<file path="src/rtl/bullet_slot_scheduler.sv">
// bullet_slot_scheduler: launches fire presses into the lowest free slot, advances bullets on move_tick and retires them on hit or off-grid.
module bullet_slot_scheduler #(
  parameter int NUM_SLOTS = 3,
  parameter int SPAWN_X   = 1,
  parameter int MAX_X     = 15,
  parameter int COOLDOWN  = 4
) (
  input  logic                   vga_clock,
  input  logic                   rst,
  input  logic                   move_tick,
  input  logic                   z,
  input  logic                   c,
  input  logic [3:0]             shooter_y,
  input  logic [NUM_SLOTS-1:0]   hit,
  output logic [2*NUM_SLOTS-1:0] bb_state,
  output logic [4*NUM_SLOTS-1:0] bb_x,
  output logic [4*NUM_SLOTS-1:0] bb_y,
  output logic                   fire_ack,
  output logic                   fire_drop
);
  localparam int CW = $clog2(COOLDOWN + 1);
  localparam logic [1:0] BBDNE = 2'd0;
  logic [1:0]    state_q [NUM_SLOTS];
  logic [1:0]    state_d [NUM_SLOTS];
  logic [3:0]    x_q [NUM_SLOTS];
  logic [3:0]    x_d [NUM_SLOTS];
  logic [3:0]    y_q [NUM_SLOTS];
  logic [3:0]    y_d [NUM_SLOTS];
  logic [CW-1:0] cool_q, cool_d;
  logic          prev_fire_q, prev_fire_d;
  logic          ack_q, ack_d, drop_q, drop_d;
  logic          fire_edge, any_free, launch;
  logic [1:0]    sel;
  always_comb begin
    fire_edge = (z | c) & ~prev_fire_q;
    sel = '0;
    any_free = 1'b0;
    for (int i = NUM_SLOTS - 1; i >= 0; i--)
      if (state_q[i] == BBDNE) begin
        sel = 2'(i);
        any_free = 1'b1;
      end
    launch = fire_edge && cool_q == '0 && any_free;
    cool_d = launch ? CW'(COOLDOWN) : (move_tick && cool_q != '0) ? cool_q - 1'b1 : cool_q;
    ack_d = launch;
    drop_d = fire_edge & ~launch;
    prev_fire_d = z | c;
    for (int i = 0; i < NUM_SLOTS; i++) begin
      state_d[i] = state_q[i];
      x_d[i] = x_q[i];
      y_d[i] = y_q[i];
      if (state_q[i] != BBDNE) begin
        if (hit[i] || (move_tick && x_q[i] == 4'(MAX_X))) begin
          state_d[i] = BBDNE;
          x_d[i] = '0;
          y_d[i] = '0;
        end else if (move_tick) x_d[i] = x_q[i] + 4'd1;
      end else if (launch && sel == 2'(i)) begin
        // {c,z} maps directly onto EBLUE/ERED/EGREEN
        state_d[i] = {c, z};
        x_d[i] = 4'(SPAWN_X);
        y_d[i] = shooter_y;
      end
    end
  end
  always_ff @(posedge vga_clock) begin
    if (rst) begin
      state_q <= '{default: '0};
      x_q <= '{default: '0};
      y_q <= '{default: '0};
      cool_q <= '0;
      prev_fire_q <= 1'b1;
      ack_q <= 1'b0;
      drop_q <= 1'b0;
    end else begin
      state_q <= state_d;
      x_q <= x_d;
      y_q <= y_d;
      cool_q <= cool_d;
      prev_fire_q <= prev_fire_d;
      ack_q <= ack_d;
      drop_q <= drop_d;
    end
  end
  for (genvar g = 0; g < NUM_SLOTS; g++) begin : g_out
    assign bb_state[2*g +: 2] = state_q[g];
    assign bb_x[4*g +: 4] = x_q[g];
    assign bb_y[4*g +: 4] = y_q[g];
  end
  assign fire_ack = ack_q;
  assign fire_drop = drop_q;
endmodule
</file>
<file path="config.mk">
export PLATFORM = sky130hd
export DESIGN_NAME = bullet_slot_scheduler
export DESIGN_NICKNAME = d
export VERILOG_FILES = /design/src/rtl/bullet_slot_scheduler.sv
export SDC_FILE = /design/constraint.sdc
export NUM_CORES = 1
export LEC_CHECK = 0
export BUFFER_PORTS_ARGS = -buffer_cell sky130_fd_sc_hd__buf_2
export CAP_MARGIN = 20
export CORE_MARGIN = 10
export CORE_UTILIZATION = 49
export DETAILED_ROUTE_END_ITERATION = 10
export GPL_TIMING_DRIVEN = 0
export PLACE_DENSITY = 0.78
export SLEW_MARGIN = 5
export SYNTH_ARGS = -nofsm -noshare
export SYNTH_HDL_FRONTEND = slang
export SYNTH_SLANG_ARGS = --single-unit
</file>
<file path="constraint.sdc">
create_clock -name vga_clock -period 2.2 [get_ports vga_clock]
set_clock_uncertainty 0.15 [all_clocks]
set_input_delay 0.11 -clock vga_clock [delete_from_list [all_inputs] [get_ports vga_clock]]
set_output_delay 0.11 -clock vga_clock [all_outputs]
set_load 0.01 [all_outputs]
</file>
==> results by group <==
Floorplan
  • CORE AREA: between 3000 and 4000 um2
  • Ports: 44
  • Die H: 78.4 um
  • Placement Rows: 21
  • Starting Density: 0.505
  • Die Footprint: 6140 um2
  • DIE WIDTH: 78.4 um

CTS
  • Post-CTS Hold Buffers: 10
  • Clk root buf: clkbuf_4
  • Deepest clock path buffer count: 2
  • Post-CTS setup buffers: 0
  • Clock latency on the worst-skew pair: 0.36 ns
  • Resize count post-CTS: 0
  • CTS tree: built
  • Clock sink total: 36
  • H-tree Lvls: 2
  • Clock buffer count from CTS: 5
  • Worst-path clk slew: 0.11 ns

Place
  • # port buffers: 41
  • Post-DP Area: 1930 um2
  • Routability cong.: 0.822
  • DP HPWL: 3140 um

Final layout
  • Net count reported at finish: 254
  • Design Area, Final: 2110 um2
  • Ant diodes: 0
  • Ratio of cells with drive above 1 in the final layout: 0.261
  • Synthesis-to-layout area growth: 26.5%

Synth
  • Mapped cell area: ~1700 um2
  • Register area share after synthesis: 0.431
  • Post-synthesis cell count: 179
  • Seq cells post-synth: 36
  • Ys async rst share: 0
  • Yosys warns: 0
  • Netlist cell types: 48
  • Most used DFF post-synth: dfxtp_1
  • Number of synthesized flops with an enable pin: 0
  • Syn nets: slightly below 200
  • Avg Cell Area, Syn: 9.33 um2

Detailed routing
  • Iteration-0 DRC count of the detailed router: 97
  • Post-route ant nets: 0
  • Total length of routed wires: 4410 um
  • Vias per cell: 5.71
  • Routed len/inst: 15.5 um
  • # DRC: 0
  • 1st-pass router iterations: 4
  • Routed vias: 1622

Worst setup path
  • CP Launch Type: register
  • Setup CP Type: reg -> reg
  • Critical path's top delay family: compound AO/OA/AOI/OAI gates
  • Crit path cell chain: inv_1 > ha_1 > nand2b_1 > buf_2 > o21ai_0 > a21oi_1 > a22o_1
  • Worst path arrival time: 2.16 ns
  • Critical Path Sink Type: register
  • Max Fanout on Critical Path: 9
  • Worst path bufs/invs: 2
  • Crit-path max cell delay: approximately 0.56 ns
  • Worst path required time: 2.34 ns
  • Crit-path slowest cell: a21oi_1

STA
  • Max-slew violation count: 0
  • Slew headroom: 0.412
  • Unrepaired setup endpoints after global routing: no
  • Tcrit/Tclk final: 0.916
  • Tightest Pin Transition: 0.876 ns
  • Fin. Hold Viols: 0
  • Highest Clock Rate: between 400 and 500 MHz
  • Final min period: around 2 ns
  • Final setup viols: 0
  • Setup TNS: 0 ns

Pwr
  • Internal Pwr Total: 0.00106 W
  • NetSw: 0.000484 W
  • Sw Ratio: 0.313
  • PD cells: between 700 and 800 nW/um2
  • Clock Power Share: 0.303
  • IR Drop Worst-Case VDD: 0.462 mV
  • Reg power frac: 0.460
  • Combinational Power Share: 0.237
  • Leakage power: 0.876 nW

GRT
  • Initial antenna violation count: 0
  • Vias in the first global route: 1534
  • First-pass GRT wire length: ~7400 um
  • Largest net degree at the start of global routing: 13
  • Overall routing resource usage: 0.148
  • Global route overflow: 0

Status
  • Status: finished, final reports clean

Min path
  • Type of the worst min-delay path: in -> reg

Run
  • Max-Cap Viols: 0
-- placed cells by master, fill, tap and decap left out, drive strengths merged, types with 2 or more instances in the layout --
master and instances:
nor2 15, o2bb2ai 2, nand3 11, xor2 2, inv 5, dfxtp 36
buf 44, a21oi 15, o31ai 2, dlygate4sd3 10, ha 5, o21ai 5
nor2b 2, nand3b 2, a32oi 5, a31oi 2, nand2b 5, a22o 10
or3 2, or2 3, clkbuf 9, nor3 6, nor3b 2, o21bai 2
a41oi 3, o211ai 5, o22ai 2, nand2 7
-- stage by stage --
stage / cells / hold WS [ns] / power [W] / setup slack (ns) / utilization
floorplan: 179 / 0.0623 / 0.000989 / 0.422 / -
CTS: 284 / 0.0392 / 0.00155 / 0.196 / 0.638
global route: 284 / 0.0537 / 0.00163 / 0.0516 / 0.638
global placement: 266 / 0.211 / 0.00107 / 0.284 / 0.584
finish: 284 / 0.0416 / 0.00155 / 0.185 / 0.638
detailed placement: 266 / 0.217 / 0.00108 / 0.260 / 0.584
-- synth_stat cells (2+ instances only) --
| cell | count | area (um2) |
|---|---|---|
| inv_1 | 5 | 18.8 |
| nor2b_1 | 2 | 12.5 |
| o21ai_0 | 5 | 25.0 |
| ha_1 | 5 | 62.6 |
| xor2_1 | 2 | 17.5 |
| o22ai_1 | 2 | 12.5 |
| a32oi_1 | 5 | 43.8 |
| nor2_1 | 15 | 56.3 |
| or3_1 | 2 | 12.5 |
| buf_2 | 3 | 15.0 |
| nand3b_1 | 2 | 15.0 |
| a22o_1 | 10 | 87.6 |
| a31oi_1 | 2 | 12.5 |
| a21oi_1 | 15 | 75.1 |
| nand2_1 | 7 | 26.3 |
| dfxtp_1 | 36 | 721 |
| nand3_1 | 11 | 55.1 |
| or2_2 | 2 | 12.5 |
| a41oi_1 | 3 | 26.3 |
| o2bb2ai_1 | 2 | 17.5 |
| clkbuf_1 | 4 | 15.0 |
| nand2b_1 | 5 | 31.3 |
| nor3b_1 | 2 | 15.0 |
| o211ai_1 | 5 | 37.5 |
| nor3_1 | 4 | 20.0 |
-- routing by layer --
metal  GRT usage  wire length, um  vias up  part of all wire
met3      0.0569              295        7             0.067
li1            -                -      797                 -
met4      0.0663               70        0             0.016
met5           0                0        -                 0
met1       0.176             1950      771              0.44
met2       0.229             2100       47              0.48
-- cell type report --
type / instances / area (um2)
buffer: 7 / 30.0
inverter: 5 / 18.8
clock inverter: 3 / 42.5
fill: 308 / 1200
sequential: 36 / 721
timing repair buffer: 51 / 305
clock buffer: 5 / 37.5
tap: 46 / 57.6
multi-input combinational: 131 / 901
-- cell families (layout without fill, tap and decap cells) --
group	after synthesis	count (layout)	share of synthesized area
AND/OR/NAND/NOR	61	61	0.204
buffers and inverters	12	71	0.0292
multiplexers	1	1	0.00599
XOR/XNOR	3	3	0.0157
flip-flops	36	36	0.431
adder cells (fa/ha/maj)	5	5	0.0375
AO/OA/AOI/OAI	61	61	0.276
-- worst min-delay path, cell delays in order --
cell,delay [ns]
buf_2,0.17
nand2_1,0.08
or4_1,0.09
a21oi_1,0.05
-- power by group through the flow --
stage | sequential (W) | combinational [W] | clock [W]
after detailed placement | 0.000724 | 0.000353 | 0
final | 0.000711 | 0.000367 | 0.000469
after CTS | 0.000711 | 0.000369 | 0.000471
after global routing | 0.000715 | 0.000412 | 0.000504
after global placement | 0.000723 | 0.000346 | 0
after floorplan | 0.000727 | 0.000262 | 0
-- registers in the layout, indices dropped and copies added, names as in the netlist --
name         cells
fire_ack         1
bb_state         6
cool_q           3
bb_x            12
fire_drop        1
bb_y            12
prev_fire_q      1
-- path summary, 6_finish.rpt --
check | from | endpoint | slack, ns | cells after the start
setup / recovery | cool_q[1] | bb_y[0] | 0.19 | 7
hold / removal | move_tick | bb_x[6] | 0.04 | 4
setup reg to reg | cool_q[1] | bb_y[0] | 0.19 | 7
hold reg to reg | bb_y[1] | bb_y[1] | 0.33 | 1
(Power assumes the default switching activity.)
